## src/rtl/carry_resolve_serial.sv

```systemverilog
// Serial carry resolver: takes propagate/generate vectors from a half-adder
// array and ripples the carry one bit per clock to form sum and carry-out.
module carry_resolve_serial #(
  parameter int N = 4
) (
  input  logic         clk,
  input  logic         rst_n,
  input  logic         in_valid,
  output logic         in_ready,
  input  logic [N-1:0] p,
  input  logic [N-1:0] g,
  input  logic         cin,
  output logic         out_valid,
  input  logic         out_ready,
  output logic [N-1:0] result,
  output logic         carry_out,
  output logic         busy
);
  localparam int IW = (N > 1) ? $clog2(N) : 1;

  typedef enum logic [1:0] {IDLE, RUN, DONE} state_e;

  state_e         state_q, state_d;
  logic [N-1:0]   p_q, p_d, g_q, g_d, res_q, res_d;
  logic           c_q, c_d, co_q, co_d;
  logic [IW-1:0]  idx_q, idx_d;
  logic           c_nxt;

  assign c_nxt = g_q[idx_q] | (p_q[idx_q] & c_q);

  always_comb begin
    state_d = state_q;
    p_d     = p_q;
    g_d     = g_q;
    res_d   = res_q;
    c_d     = c_q;
    co_d    = co_q;
    idx_d   = idx_q;
    case (state_q)
      IDLE: begin
        if (in_valid) begin
          p_d     = p;
          g_d     = g;
          c_d     = cin;
          idx_d   = '0;
          res_d   = '0;
          co_d    = 1'b0;
          state_d = RUN;
        end
      end
      RUN: begin
        res_d[idx_q] = p_q[idx_q] ^ c_q;
        c_d          = c_nxt;
        // Index stops at N-1 rather than wrapping; the next accept clears it.
        if (idx_q == IW'(N - 1)) begin
          co_d    = c_nxt;
          state_d = DONE;
        end else begin
          idx_d = idx_q + 1'b1;
        end
      end
      DONE: begin
        if (out_ready) state_d = IDLE;
      end
      default: state_d = IDLE;
    endcase
  end

  always_ff @(posedge clk or negedge rst_n) begin
    if (!rst_n) begin
      state_q <= IDLE;
      p_q     <= '0;
      g_q     <= '0;
      res_q   <= '0;
      c_q     <= 1'b0;
      co_q    <= 1'b0;
      idx_q   <= '0;
    end else begin
      state_q <= state_d;
      p_q     <= p_d;
      g_q     <= g_d;
      res_q   <= res_d;
      c_q     <= c_d;
      co_q    <= co_d;
      idx_q   <= idx_d;
    end
  end

  // Handshake outputs depend on registered state only.
  assign in_ready  = (state_q == IDLE);
  assign out_valid = (state_q == DONE);
  assign busy      = (state_q != IDLE);
  assign result    = res_q;
  assign carry_out = co_q;

endmodule
```

## config.mk

```make
export PLATFORM = sky130hd
export DESIGN_NAME = carry_resolve_serial
export DESIGN_NICKNAME = d
export VERILOG_FILES = /design/src/rtl/carry_resolve_serial.sv
export SDC_FILE = /design/constraint.sdc
export NUM_CORES = 1
export LEC_CHECK = 0
export ABC_AREA = 1
export ABC_CLOCK_PERIOD_IN_PS = 3500
export BUFFER_PORTS_ARGS = -buffer_cell sky130_fd_sc_hd__buf_2
export CAP_MARGIN = 20
export CORE_MARGIN = 2
export CORE_UTILIZATION = 40
export DETAILED_ROUTE_END_ITERATION = 10
export HOLD_SLACK_MARGIN = 0.12
export PLACE_DENSITY_LB_ADDON = 0.05
export SLEW_MARGIN = 20
export SYNTH_ARGS = -nofsm -noshare
export SYNTH_HDL_FRONTEND = slang
export SYNTH_SLANG_ARGS = --single-unit
```

## constraint.sdc

```tcl
create_clock -name clk -period 3.5 [get_ports clk]
set_input_delay 0.7 -clock clk [delete_from_list [all_inputs] [get_ports clk]]
set_output_delay 0.7 -clock clk [all_outputs]
set_load 0.01 [all_outputs]
```

==> impl.org <==
** Power and ir drop
- Total power of the final layout :: ~0.92 mW
- Worst vdd rail ir drop :: 0.000380 V
- Power spread over the standard cell area amounts to 892 mW/mm².
- The analysis attributes to cell leakage a power of roughly 0.57 nW.

** Timing
- Final clock period utilization by the worst path :: between 50% and 60%
- For the pin with the worst max-slew slack, the measured transition is 404 ps.
- Total negative slack :: 0 ps
- Worst slew margin :: 73.1%
- Setup slack closes at 1710 ps.
- RSZ-0062 raised after global routing :: no
- Worst-case clock skew :: around 5.2 ps
- For this run, the top clock speed supported by timing is ~560 MHz.
- Final count of hold timing violations :: 0
- Setup violations remaining at the end of the flow were counted as 0.
- The number of max-slew violations in the final report came to 0.
- Subtracting the final worst setup slack from the clock period gives between 1500 and 2000 ps.

** Floorplan
- Site Rows :: 17
- Top Ports :: 21
- Std-Cell Core Area :: roughly 0.0022 mm²
- The floorplan step defined a die boundary enclosing 0.00264 mm².
- Measured along the y axis, the die boundary spans between 50 and 60 µm.
- Measured along the x axis, the die boundary spans ~51 µm.
- For this configuration, the core starts out at a cell density of around two fifths.

** Worst setup path
- Critical Path RT :: 2800 ps
- Kind of cell adding the most delay to the critical path :: flip-flops
- Critical path launch point type :: register
- Critical path buffers and inverters :: 2
- Walking the worst path, the cells encountered are nor2_4, inv_1, buf_2.
- Critical Path AT :: between 1000 and 1500 ps
- Type of the worst setup path :: reg -> out
- Of all nets on the critical path, the largest fanout is 4.
- The worst setup path is captured at an output port.
- For this design, the slowest cell found on the critical path is sky130_fd_sc_hd__dfrtp_1.
- Largest stage delay on the critical path :: ~450 ps

** Synth
- Synthesis inferred 18 register bits.
- Synthesized-area fraction occupied by xor and xnor cells :: 0%
- Post-Synth Adder-Cell Area :: under 10%
- The Yosys step of the flow raised 0 warnings.
- After synthesis, the share of cell area in mux cells is 0%.
- After synthesis, the netlist uses 16 different library cells.
- Post-Syn Area :: 900 µm²
- Avg Cell Area, Syn :: 8.65 µm²
- When the netlist entered floorplanning its net count stood at between 100 and 150.
- The share of the Yosys chip area taken by registers is 50.1%.
- Dominant combinational cell family by area after synthesis :: simple AND/OR/NAND/NOR gates
- Fraction of the mapped netlist area in compound gates :: 10.2%
- Area fraction in and, or, nand and nor cells after synthesis :: 24.1%
- Synthesis handed over a netlist of approximately 100 instances.

** Global routing
- Global router's overall resource usage :: between 10% and 20%
- Largest net degree at the start of global routing :: 19
- Summed over all layers, the global routing overflow is 0.
- Antenna violations before repair :: 0
- The via count of the first global-routing pass was 655.
- Wire length of the first global-routing pass :: approximately 3 mm

** Job
- The tool flagged a number of max-cap violations equal to 0.

** Clock tree
- Clock tree synthesis selected as its root buffer the cell sky130_fd_sc_hd__clkbuf_4.
- Resized Gates After CTS :: 0
- Number of buffers inserted during clock tree synthesis :: 3
- Maximum buffer depth of the clock tree :: 2
- Clock sink count :: 18
- Hold repair after CTS inserted 0 buffers.
- Clock tree from TritonCTS :: yes
- After clock tree synthesis, the clock-pin slew on the worst setup and hold paths is roughly 100 ps.
- In this run the number of H-tree levels came out at 1.
- Worst-skew pair later-pin latency :: between 200 and 300 ps
- Post-CTS timing repair inserted 0 buffers for setup.

** Cells and area
- At the end of the flow, the number of nets in the layout was around 150.
- Cells with a size suffix above 1 make up about 26% of the layout.
- The repair_antennas step left the layout with diodes totalling 0.
- Area growth, synth to finish :: 15.0%
- Fill cell total of the finished layout :: roughly 240

** Placement
- Global placement routability congestion :: approximately 0.73
- Buffers added on ports :: 20
- At the placement stage, the worst setup path has a slack of about 2000 ps.
- Post-DP HPWL :: 1.29 mm

** Route
- After detailed routing, the total wire length is between 1.5 and 2 mm.
- After detailed routing, the number of remaining DRC violations is 0.
- Via density :: roughly 4.5
- After the first detailed-routing iteration, the DRC count stood at 22.
- The detail route stage leaves a number of antenna-violating nets equal to 0.
- Detailed-route wire length per cell :: 11.0 µm
- Number of vias after detailed routing :: 695
- Total iterations of the first detailed-routing run :: 4

** Run status
- The flow ran to the end, and the final reports show no timing, DRC or antenna violations.

** Worst hold path
- Tightest Hold Check Type :: in -> async
cell families (layout without fill, tap and decap cells):
group / Yosys count / after routing
and+or+nand+nor: 48 / 48
adders and majority gates: 5 / 5
AOI/OAI and AO/OA: 16 / 16
DFF: 18 / 18
buffers and inverters: 17 / 38
sequential cells by signal, indices dropped and copies added (netlist names):
name	count
c_q	1
g_q	4
p_q	4
carry_out	1
state_q	2
result	4
idx_q	2
cell usage in the layout (no fill, tap or decap):
cell                       count
sky130_fd_sc_hd__inv_1        13
sky130_fd_sc_hd__clkbuf_4      3
sky130_fd_sc_hd__inv_2         2
sky130_fd_sc_hd__o31ai_1       1
sky130_fd_sc_hd__o21ai_1       6
sky130_fd_sc_hd__buf_2        20
sky130_fd_sc_hd__o21ai_2       2
sky130_fd_sc_hd__nand2_2       2
sky130_fd_sc_hd__dfrtp_1      18
sky130_fd_sc_hd__nand2_4       1
sky130_fd_sc_hd__nor2_1        3
sky130_fd_sc_hd__nand2_1      33
sky130_fd_sc_hd__nand3_1       7
sky130_fd_sc_hd__o21ai_0       6
sky130_fd_sc_hd__ha_1          5
sky130_fd_sc_hd__nor2_4        2
sky130_fd_sc_hd__o22ai_1       1
power breakdown:
group	internal, mW	switching, mW	total [mW]
clock	0.0401	0.0619	0.102
combinational	0.168	0.283	0.451
sequential	0.303	0.0663	0.369
total	0.512	0.411	0.923
per-stage QoR:
stage	instance area [µm²]	hold slack, ps	std cells	util, %
floorplan	900	404	104	-
detailed placement	1010	477	150	46.7
global route	1030	341	153	47.7
finish	1030	314	153	47.7
global placement	1010	463	150	46.7
CTS	1030	325	153	47.7
cell type report:
class / instances / area (µm²) / area share (%)
tap: 28 / 35.0 / 3.39
clock buffer: 3 / 22.5 / 2.18
inverter: 15 / 56.3 / 5.44
timing repair buffer: 20 / 100 / 9.67
sequential: 18 / 450 / 43.5
multi-input combinational: 69 / 370 / 35.8
Yosys cell counts:
cell	instances	area share, %
sky130_fd_sc_hd__nand2_2	2	1.4
sky130_fd_sc_hd__dfrtp_1	18	50
sky130_fd_sc_hd__o21ai_2	2	1.9
sky130_fd_sc_hd__nand3_1	7	3.9
sky130_fd_sc_hd__o22ai_1	1	0.70
sky130_fd_sc_hd__nand2_4	1	1.3
sky130_fd_sc_hd__o21ai_1	6	3.3
sky130_fd_sc_hd__ha_1	5	7.0
sky130_fd_sc_hd__o31ai_1	1	0.83
sky130_fd_sc_hd__inv_1	13	5.4
sky130_fd_sc_hd__nand2_1	33	14
sky130_fd_sc_hd__nor2_4	2	2.5
sky130_fd_sc_hd__buf_6	2	2.5
sky130_fd_sc_hd__nor2_1	3	1.3
sky130_fd_sc_hd__inv_2	2	0.83
sky130_fd_sc_hd__o21ai_0	6	3.3
worst reg2reg max path: stages (launching register included):
cell	delay [ps]
sky130_fd_sc_hd__dfrtp_1	450
sky130_fd_sc_hd__inv_1	180
sky130_fd_sc_hd__o21ai_0	190
sky130_fd_sc_hd__o22ai_1	90
sky130_fd_sc_hd__ha_1	180
sky130_fd_sc_hd__inv_1	50
sky130_fd_sc_hd__nand3_1	110
sky130_fd_sc_hd__nand3_1	100
sky130_fd_sc_hd__nand2_1	50
worst paths after layout:
path                             from         to  cells past startpoint  slack [ps]
max in group asynchronous       rst_n   idx_q[1]                      1        2900
setup reg to reg             idx_q[0]  carry_out                      8        2000
setup / recovery           state_q[0]       busy                      3        1710
min in group clk            carry_out  carry_out                      2         490
hold / removal                  rst_n     g_q[1]                      1         310
hold reg to reg             carry_out  carry_out                      2         490
routing by layer:
metal  track usage, %  share of wire [%]
met5                0                  0
met4             9.21                2.8
met3             2.92                4.3
met2             22.6                 44
met1             20.8                 49
(Power assumes the default switching activity.)
